**config.mk**
```make
export PLATFORM = sky130hd
export DESIGN_NAME = sync_fifo_flags
export DESIGN_NICKNAME = d
export VERILOG_FILES = /design/src/rtl/sync_fifo_flags.sv
export SDC_FILE = /design/constraint.sdc
export NUM_CORES = 1
export LEC_CHECK = 0
export CAP_MARGIN = 10
export CORE_MARGIN = 3
export CORE_UTILIZATION = 40
export DETAILED_ROUTE_END_ITERATION = 7
export GPL_ROUTABILITY_DRIVEN = 0
export PLACE_DENSITY = 0.64
export SYNTH_ARGS = -nofsm -noshare
export SYNTH_HDL_FRONTEND = slang
export SYNTH_SLANG_ARGS = --single-unit
```
**constraint.sdc**
```tcl
create_clock -name clk -period 3.73 [get_ports clk]
set_input_delay 0.746 -clock clk [delete_from_list [all_inputs] [get_ports clk]]
set_output_delay 0.746 -clock clk [all_outputs]
set_load 0.005 [all_outputs]
```
**src/rtl/sync_fifo_flags.sv**
```systemverilog
// Single-clock FIFO with occupancy count, almost-full/almost-empty thresholds,
// selectable FWFT read mode, sticky overflow/underflow flags and synchronous flush.
module sync_fifo_flags #(
    parameter int DATA_SIZE     = 32,
    parameter int ARRAY_SIZE    = 4,
    parameter int AFULL_THRESH  = 12,
    parameter int AEMPTY_THRESH = 2,
    parameter int FWFT          = 0
) (
    input  logic                  clk,
    input  logic                  rst,
    input  logic                  flush,
    input  logic [DATA_SIZE-1:0]  wdata,
    input  logic                  winc,
    input  logic                  rinc,
    output logic [DATA_SIZE-1:0]  rdata,
    output logic                  wfull,
    output logic                  rempty,
    output logic                  walmost_full,
    output logic                  ralmost_empty,
    output logic [ARRAY_SIZE:0]   count,
    output logic                  overflow,
    output logic                  underflow
);

    localparam int                DEPTH   = 1 << ARRAY_SIZE;
    localparam logic [ARRAY_SIZE:0] DEPTH_C = (ARRAY_SIZE+1)'(DEPTH);
    localparam logic [ARRAY_SIZE:0] AF_C    = (ARRAY_SIZE+1)'(AFULL_THRESH);
    localparam logic [ARRAY_SIZE:0] AE_C    = (ARRAY_SIZE+1)'(AEMPTY_THRESH);

    logic [DATA_SIZE-1:0]  mem [DEPTH];
    logic [ARRAY_SIZE-1:0] waddr;
    logic [ARRAY_SIZE-1:0] raddr;
    logic                  wr_ok;
    logic                  rd_ok;

    // Flags depend only on the registered count, never on this cycle's requests.
    assign wfull         = (count == DEPTH_C);
    assign rempty        = (count == '0);
    assign walmost_full  = (count >= AF_C);
    assign ralmost_empty = (count <= AE_C);

    assign wr_ok = winc && !wfull;
    assign rd_ok = rinc && !rempty;

    always_ff @(posedge clk or posedge rst) begin
        if (rst) begin
            waddr     <= '0;
            raddr     <= '0;
            count     <= '0;
            overflow  <= 1'b0;
            underflow <= 1'b0;
        end else if (flush) begin
            waddr     <= '0;
            raddr     <= '0;
            count     <= '0;
            overflow  <= 1'b0;
            underflow <= 1'b0;
        end else begin
            if (wr_ok) waddr <= waddr + 1'b1;
            if (rd_ok) raddr <= raddr + 1'b1;
            case ({wr_ok, rd_ok})
                2'b10:   count <= count + 1'b1;
                2'b01:   count <= count - 1'b1;
                default: count <= count;
            endcase
            if (winc && wfull)  overflow  <= 1'b1;
            if (rinc && rempty) underflow <= 1'b1;
        end
    end

    // Storage is deliberately not reset; flush only drops the pending write.
    always_ff @(posedge clk) begin
        if (wr_ok && !flush) mem[waddr] <= wdata;
    end

    generate
        if (FWFT != 0) begin : g_fwft
            assign rdata = mem[raddr];
        end else begin : g_std
            always_ff @(posedge clk or posedge rst) begin
                if (rst)                 rdata <= '0;
                else if (rd_ok && !flush) rdata <= mem[raddr];
            end
        end
    endgenerate

endmodule

```
==> results of run 1 <==
[cells by family (layout without fill, tap and decap cells)]
family	after synthesis	count (layout)	synth area share (%)
compound gates	122	122	4.01
buf+inv	63	232	1.59
fa+ha+maj	7	7	0.406
simple gates	71	71	1.63
mux	162	162	15.2
xor+xnor	9	9	0.401
flops	559	559	76.8
[metrics by stage]
stage | instance area [um2] | cells
after floorplan | 21600 | 993
final | 25300 | 1850
after CTS | 25300 | 1850
after global placement | 23500 | 1744
after global routing | 25300 | 1850
after detailed placement | 23500 | 1744
[layout make-up]
| class | count | area, um2 |
|---|---|---|
| Fill cell | 4384 | 27700 |
| Sequential cell | 559 | 16600 |
| Multi-Input combinational cell | 371 | 4790 |
| Clock buffer | 77 | 1620 |
| Timing Repair Buffer | 121 | 1220 |
| Tap cell | 688 | 861 |
| Clock inverter | 29 | 233 |
| Inverter | 5 | 18.8 |
[layer usage]
metal,GRT usage (%),wire length (um)
met3,2.67,1840
met1,22.1,19800
met4,4.12,787
met5,0,0
met2,25.9,21600
[critical path, cell delays in order (launching register included)]
cell and delay, ns:
dfrtp_1 0.51, or3b_4 0.45, nor3_2 0.24, clkdlybuf4s50_1 0.56
[registers in the layout (all words and copies together), names as in the netlist]
| signal | count |
|---|---|
| rdata | 32 |
| waddr | 4 |
| underflow | 1 |
| overflow | 1 |
| raddr | 4 |
| count | 5 |
| mem | 512 |
[worst max path at each step]
stage / depth (start not counted) / end / from
after global placement: 10 / count[4] / rinc
after global routing: 3 / rempty / count[1]
after CTS: 3 / wfull / count[2]
final: 3 / wfull / count[2]
after floorplan: 5 / mem[12][0] / winc
after detailed placement: 10 / count[4] / rinc
[synth_stat cells (all sizes together), types with 3 or more instances]
cell type / count / share of area (%)
nand2: 15 / 0.26
o22ai: 64 / 2.4
dfrtp: 47 / 5.5
edfxtp: 512 / 71
a21oi: 42 / 0.99
a21o: 3 / 0.10
mux2: 33 / 1.7
buf: 41 / 1.2
clkbuf: 17 / 0.30
xnor2: 4 / 0.20
inv: 5 / 0.087
ha: 7 / 0.41
mux4: 128 / 13
nor4: 3 / 0.19
nor3: 4 / 0.14
xor2: 5 / 0.20
nor2: 36 / 0.64
o21ai: 5 / 0.12
[power by group through the flow]
stage                     registers, mW  logic, mW  clock network, mW
final                              7.53       3.13               5.55
after CTS                          7.55       3.20               5.68
after global placement             7.67       3.17                  0
after global routing               7.58       3.39               5.94
after floorplan                    7.44       2.24                  0
after detailed placement           7.67       3.18                  0
==> impl_metrics.env, run 1 <==
export IMPL_grt_pass1_vias=10707
export IMPL_slew_headroom_pct=52.4
export IMPL_seq_area_frac_synth_pct=76.8
export IMPL_die_w_um=238
export IMPL_via_per_inst=5.50
export IMPL_tns_ns=0
export IMPL_nNetsFinal=1159
export IMPL_yosysUniqueCellTypes=46
export IMPL_grt_max_degree=65
export IMPL_synth_area_um2=21600
export IMPL_power_leakage_nw=7.88
export IMPL_root_buffer="clkbuf_16"
export IMPL_routed_wl_um=44100
export IMPL_htree_num_levels=2
export IMPL_cp_required_ns=2.98
export IMPL_ys_async_sr_fraction_pct=8.41
export IMPL_hold_buffers=0
export IMPL_layout_commonest_cell="edfxtp_1"
export IMPL_cts_sinks=559
export IMPL_r2r_end="count[4]"
export IMPL_insertedDiodeCount=0
export IMPL_cts_tree="yes"
export IMPL_die_area_um2=56700
export IMPL_r2r_slack_ns=0.87
export IMPL_yosys_warnings=0
export IMPL_hold_slack_ns=0.510
export IMPL_total_power_mw=16.2
export IMPL_hold_viol_final=0
export IMPL_setup_ws_ns=0.618
export IMPL_hold_start="overflow"
export IMPL_status="finished clean"
export IMPL_ir_drop_mv=0.334
export IMPL_syn2layout_area_growth_pct=17.4
export IMPL_drt_pass1_iterations=5
export IMPL_crit_arrival_ns=2.37
export IMPL_crit_type="flip-flop to output port"
export IMPL_drive_gt1_share_pct=29.6
export IMPL_ctsResizeCount=0
export IMPL_endpoint_kind="output port"
export IMPL_place_ws_ns=0.503
export IMPL_syn_avg_cell_area_um2=21.7
export IMPL_powerDensity_nw_per_um2=641
export IMPL_synth_edff_count=512
export IMPL_clock_latency_ns=0.59
export IMPL_io_pins=80
export IMPL_initial_utilization_pct=40.7
export IMPL_antenna_found_initial=0
export IMPL_r2r_start="count[1]"
export IMPL_grt_pass1_wl_um=67200
export IMPL_slew_violations=0
export IMPL_netlist_instances=993
export IMPL_drv_cap=0
export IMPL_hold_path_depth=2
export IMPL_cts_buffers=57
export IMPL_io_buffers=79
export IMPL_dp_hpwl_um=25400
export IMPL_final_cell_mix="512 x edfxtp_1, 128 x mux4_2, 79 x clkdlybuf4s50_1"
export IMPL_drtIter0Drc=995
export IMPL_ys_ff_latch=559
export IMPL_ys_flop_type="edfxtp_1"
export IMPL_utilization_pct=47.8
export IMPL_hold_class="flip-flop to flip-flop"
export IMPL_wl_per_cell_um=23.8
export IMPL_die_h_um=238
export IMPL_worst_pin_slew_ns=0.715
export IMPL_ant_nets=0
export IMPL_cts_clk_slew_worst_paths_ns=0.06
export IMPL_post_cts_setup_buffer_count=0
export IMPL_combPwrFrac_pct=19.3
export IMPL_syn_num_nets=1037
export IMPL_internal_power_mw=12.2
export IMPL_rows=84
export IMPL_clock_skew_ns=0.0115
export IMPL_power_frac_clock_pct=34.2
export IMPL_p_sw_share_pct=25.0
export IMPL_r2r_cells=9
export IMPL_vias=10175
export IMPL_period_share_pct=83.4
export IMPL_worstHoldEndpoint="overflow"
export IMPL_crit_path_max_fanout=11
export IMPL_pwr_share_seq_pct=46.4
export IMPL_setup_viol=0
export IMPL_rsz0062_at_grt="false"
export IMPL_max_freq_ghz=0.321
export IMPL_track_usage_pct=15.7
export IMPL_cts_max_path_buffers=3
export IMPL_overflow=0
export IMPL_core_area_um2=53000
export IMPL_final_min_clock_period_ns=3.11
export IMPL_p_sw_mw=4.05
export IMPL_drc=0
export IMPL_start_kind="flip-flop"
Power figures use the tool's default switching activity.
==> inputs of run 2 (changes only) <==
==> constraint.sdc (replaced) <==
create_clock -name clk -period 3.2 [get_ports clk]
set_input_delay 0.64 -clock clk [delete_from_list [all_inputs] [get_ports clk]]
set_output_delay 0.64 -clock clk [all_outputs]
set_load 0.005 [all_outputs]
==> run 2 against run 1 <==
  * Flip-flop and latch count is the same
  * Die area did not move
  * Clock-buffer cell count decreased by 2
  * Routed wire length increased by 1.6%
  * Power is 15% higher
  * Non-clock buffer count rose by 3
  * Setup slack worse by 0.40 ns
  * Cell count fell by 0.11%
  * Sequential share of layout area about the same
==> impl_metrics.env, run 2 (synthesis gave the netlist of run 1 again) <==
export IMPL_total_power_mw=18.6
export IMPL_die_h_um=238
export IMPL_r2r_cells=9
export IMPL_r2r_end="count[4]"
export IMPL_cts_clk_slew_worst_paths_ns=0.06
export IMPL_endpoint_kind="output port"
export IMPL_period_share_pct=93.1
export IMPL_final_cell_mix="512 x edfxtp_1, 128 x mux4_2, 79 x clkdlybuf4s50_1"
export IMPL_core_area_um2=53000
export IMPL_track_usage_pct=16.1
export IMPL_cts_buffers=55
export IMPL_start_kind="flip-flop"
export IMPL_worst_pin_slew_ns=0.751
export IMPL_initial_utilization_pct=40.7
export IMPL_crit_arrival_ns=2.34
export IMPL_io_pins=80
export IMPL_cp_required_ns=2.56
export IMPL_nNetsFinal=1160
export IMPL_die_area_um2=56700
export IMPL_ant_nets=0
export IMPL_ctsResizeCount=0
export IMPL_powerDensity_nw_per_um2=736
export IMPL_cts_max_path_buffers=3
export IMPL_grt_max_degree=62
export IMPL_reg_top3="mem (512), rdata (32), count (5)"
export IMPL_tns_ns=0
export IMPL_clock_skew_ns=0.0189
export IMPL_largest_register_ffs=512
export IMPL_status="finished clean"
export IMPL_htree_num_levels=2
export IMPL_setup_viol=0
export IMPL_slew_violations=0
export IMPL_wl_per_cell_um=24.2
export IMPL_hold_buffers=0
export IMPL_hold_slack_ns=0.469
export IMPL_r2r_start="count[4]"
export IMPL_via_per_inst=5.45
export IMPL_overflow=0
export IMPL_antenna_found_initial=2
export IMPL_cts_sinks=559
export IMPL_drv_cap=0
export IMPL_io_buffers=79
export IMPL_post_cts_setup_buffer_count=0
export IMPL_drc=0
export IMPL_crit_type="flip-flop to output port"
export IMPL_final_min_clock_period_ns=2.98
export IMPL_drtIter0Drc=903
export IMPL_cts_tree="yes"
export IMPL_rsz0062_at_grt="false"
export IMPL_grt_pass1_vias=10772
export IMPL_regMostFlops="mem"
export IMPL_layout_commonest_cell="edfxtp_1"
export IMPL_placed_cell_area_um2=23600
export IMPL_syn2layout_area_growth_pct=17.4
export IMPL_dp_hpwl_um=24500
export IMPL_crit_path_max_fanout=11
export IMPL_max_freq_ghz=0.336
export IMPL_vias=10075
export IMPL_utilization_pct=47.8
export IMPL_power_leakage_nw=7.85
export IMPL_die_w_um=238
export IMPL_routed_wl_um=44800
export IMPL_final_cell_area_um2=25300
export IMPL_root_buffer="clkbuf_16"
export IMPL_slew_headroom_pct=49.9
export IMPL_hold_class="input pin to async pin"
export IMPL_drt_pass1_iterations=5
export IMPL_drive_gt1_share_pct=28.7
export IMPL_ir_drop_mv=0.381
export IMPL_hold_viol_final=0
export IMPL_r2r_slack_ns=0.58
export IMPL_rows=84
export IMPL_clock_latency_ns=0.59
export IMPL_grt_pass1_wl_um=68600
run 2: cell count changes in the layout (fill, tap and decap cells not counted), sizes merged:
cell / delta
clkbuf: -2
buf: +3
bufinv: +1
clkinv: -2
diode: +1
clkinvlp: -3
run 2: per-stage QoR:
step                      worst slack (ns)  instances
after global routing                 0.142       1847
final                                0.221       1848
after global placement               0.317       1747
after floorplan                      0.157        993
after CTS                            0.210       1847
after detailed placement             0.298       1747
run 2: per-layer routing:
| metal | vias up | share of wire (%) | track usage, % |
|---|---|---|---|
| met2 | 237 | 49 | 26.9 |
| met5 | - | 0.029 | 0 |
| met1 | 5368 | 44 | 22.2 |
| met4 | 2 | 1.9 | 4.18 |
| met3 | 64 | 5.0 | 2.92 |
| li1 | 4404 | - | - |
run 2: cell type report:
cell class / instances / area, um2
well taps: 688 / 861
clock buffers: 75 / 1470
multi-input cells: 371 / 4790
flip-flops and latches: 559 / 16600
inverters: 5 / 18.8
repair buffers: 124 / 1380
clock inverters: 25 / 224
fillers: 4361 / 27700
diodes: 1 / 2.50
run 2: worst max-delay path, cell delays in order, from the launching register on:
cell             delay, ns
dfrtp_1               0.57
nor3_2                0.43
and2_1                0.24
clkdlybuf4s50_1       0.52
run 2: where the power goes:
part | internal [mW] | total, mW | switching [mW] | leakage (nW)
Combinational | 2.13 | 3.75 | 1.62 | 1.86
Clock | 3.53 | 6.14 | 2.61 | 0.828
Sequential | 8.33 | 8.74 | 0.414 | 5.16
Total | 14.0 | 18.6 | 4.64 | 7.85
run 2: worst max path at each step:
| stage | from | endpoint | slack [ns] |
|---|---|---|---|
| finish | count[1] | rempty | 0.22 |
| global route | count[1] | rempty | 0.14 |
| CTS | count[1] | rempty | 0.21 |
| detailed placement | rinc | count[4] | 0.30 |
| global placement | rinc | count[4] | 0.32 |
| floorplan | winc | mem[12][0] | 0.16 |
==> inputs of run 3 (changes only) <==
--- a/config.mk
+++ b/config.mk
@@ -11,6 +11,7 @@
 export DETAILED_ROUTE_END_ITERATION = 7
 export GPL_ROUTABILITY_DRIVEN = 0
 export PLACE_DENSITY = 0.64
+export SKIP_CTS_REPAIR_TIMING = 1
 export SYNTH_ARGS = -nofsm -noshare
 export SYNTH_HDL_FRONTEND = slang
 export SYNTH_SLANG_ARGS = --single-unit
==> results of run 3 <==
Final layout, timing and power as in run 2 (identical DEF).
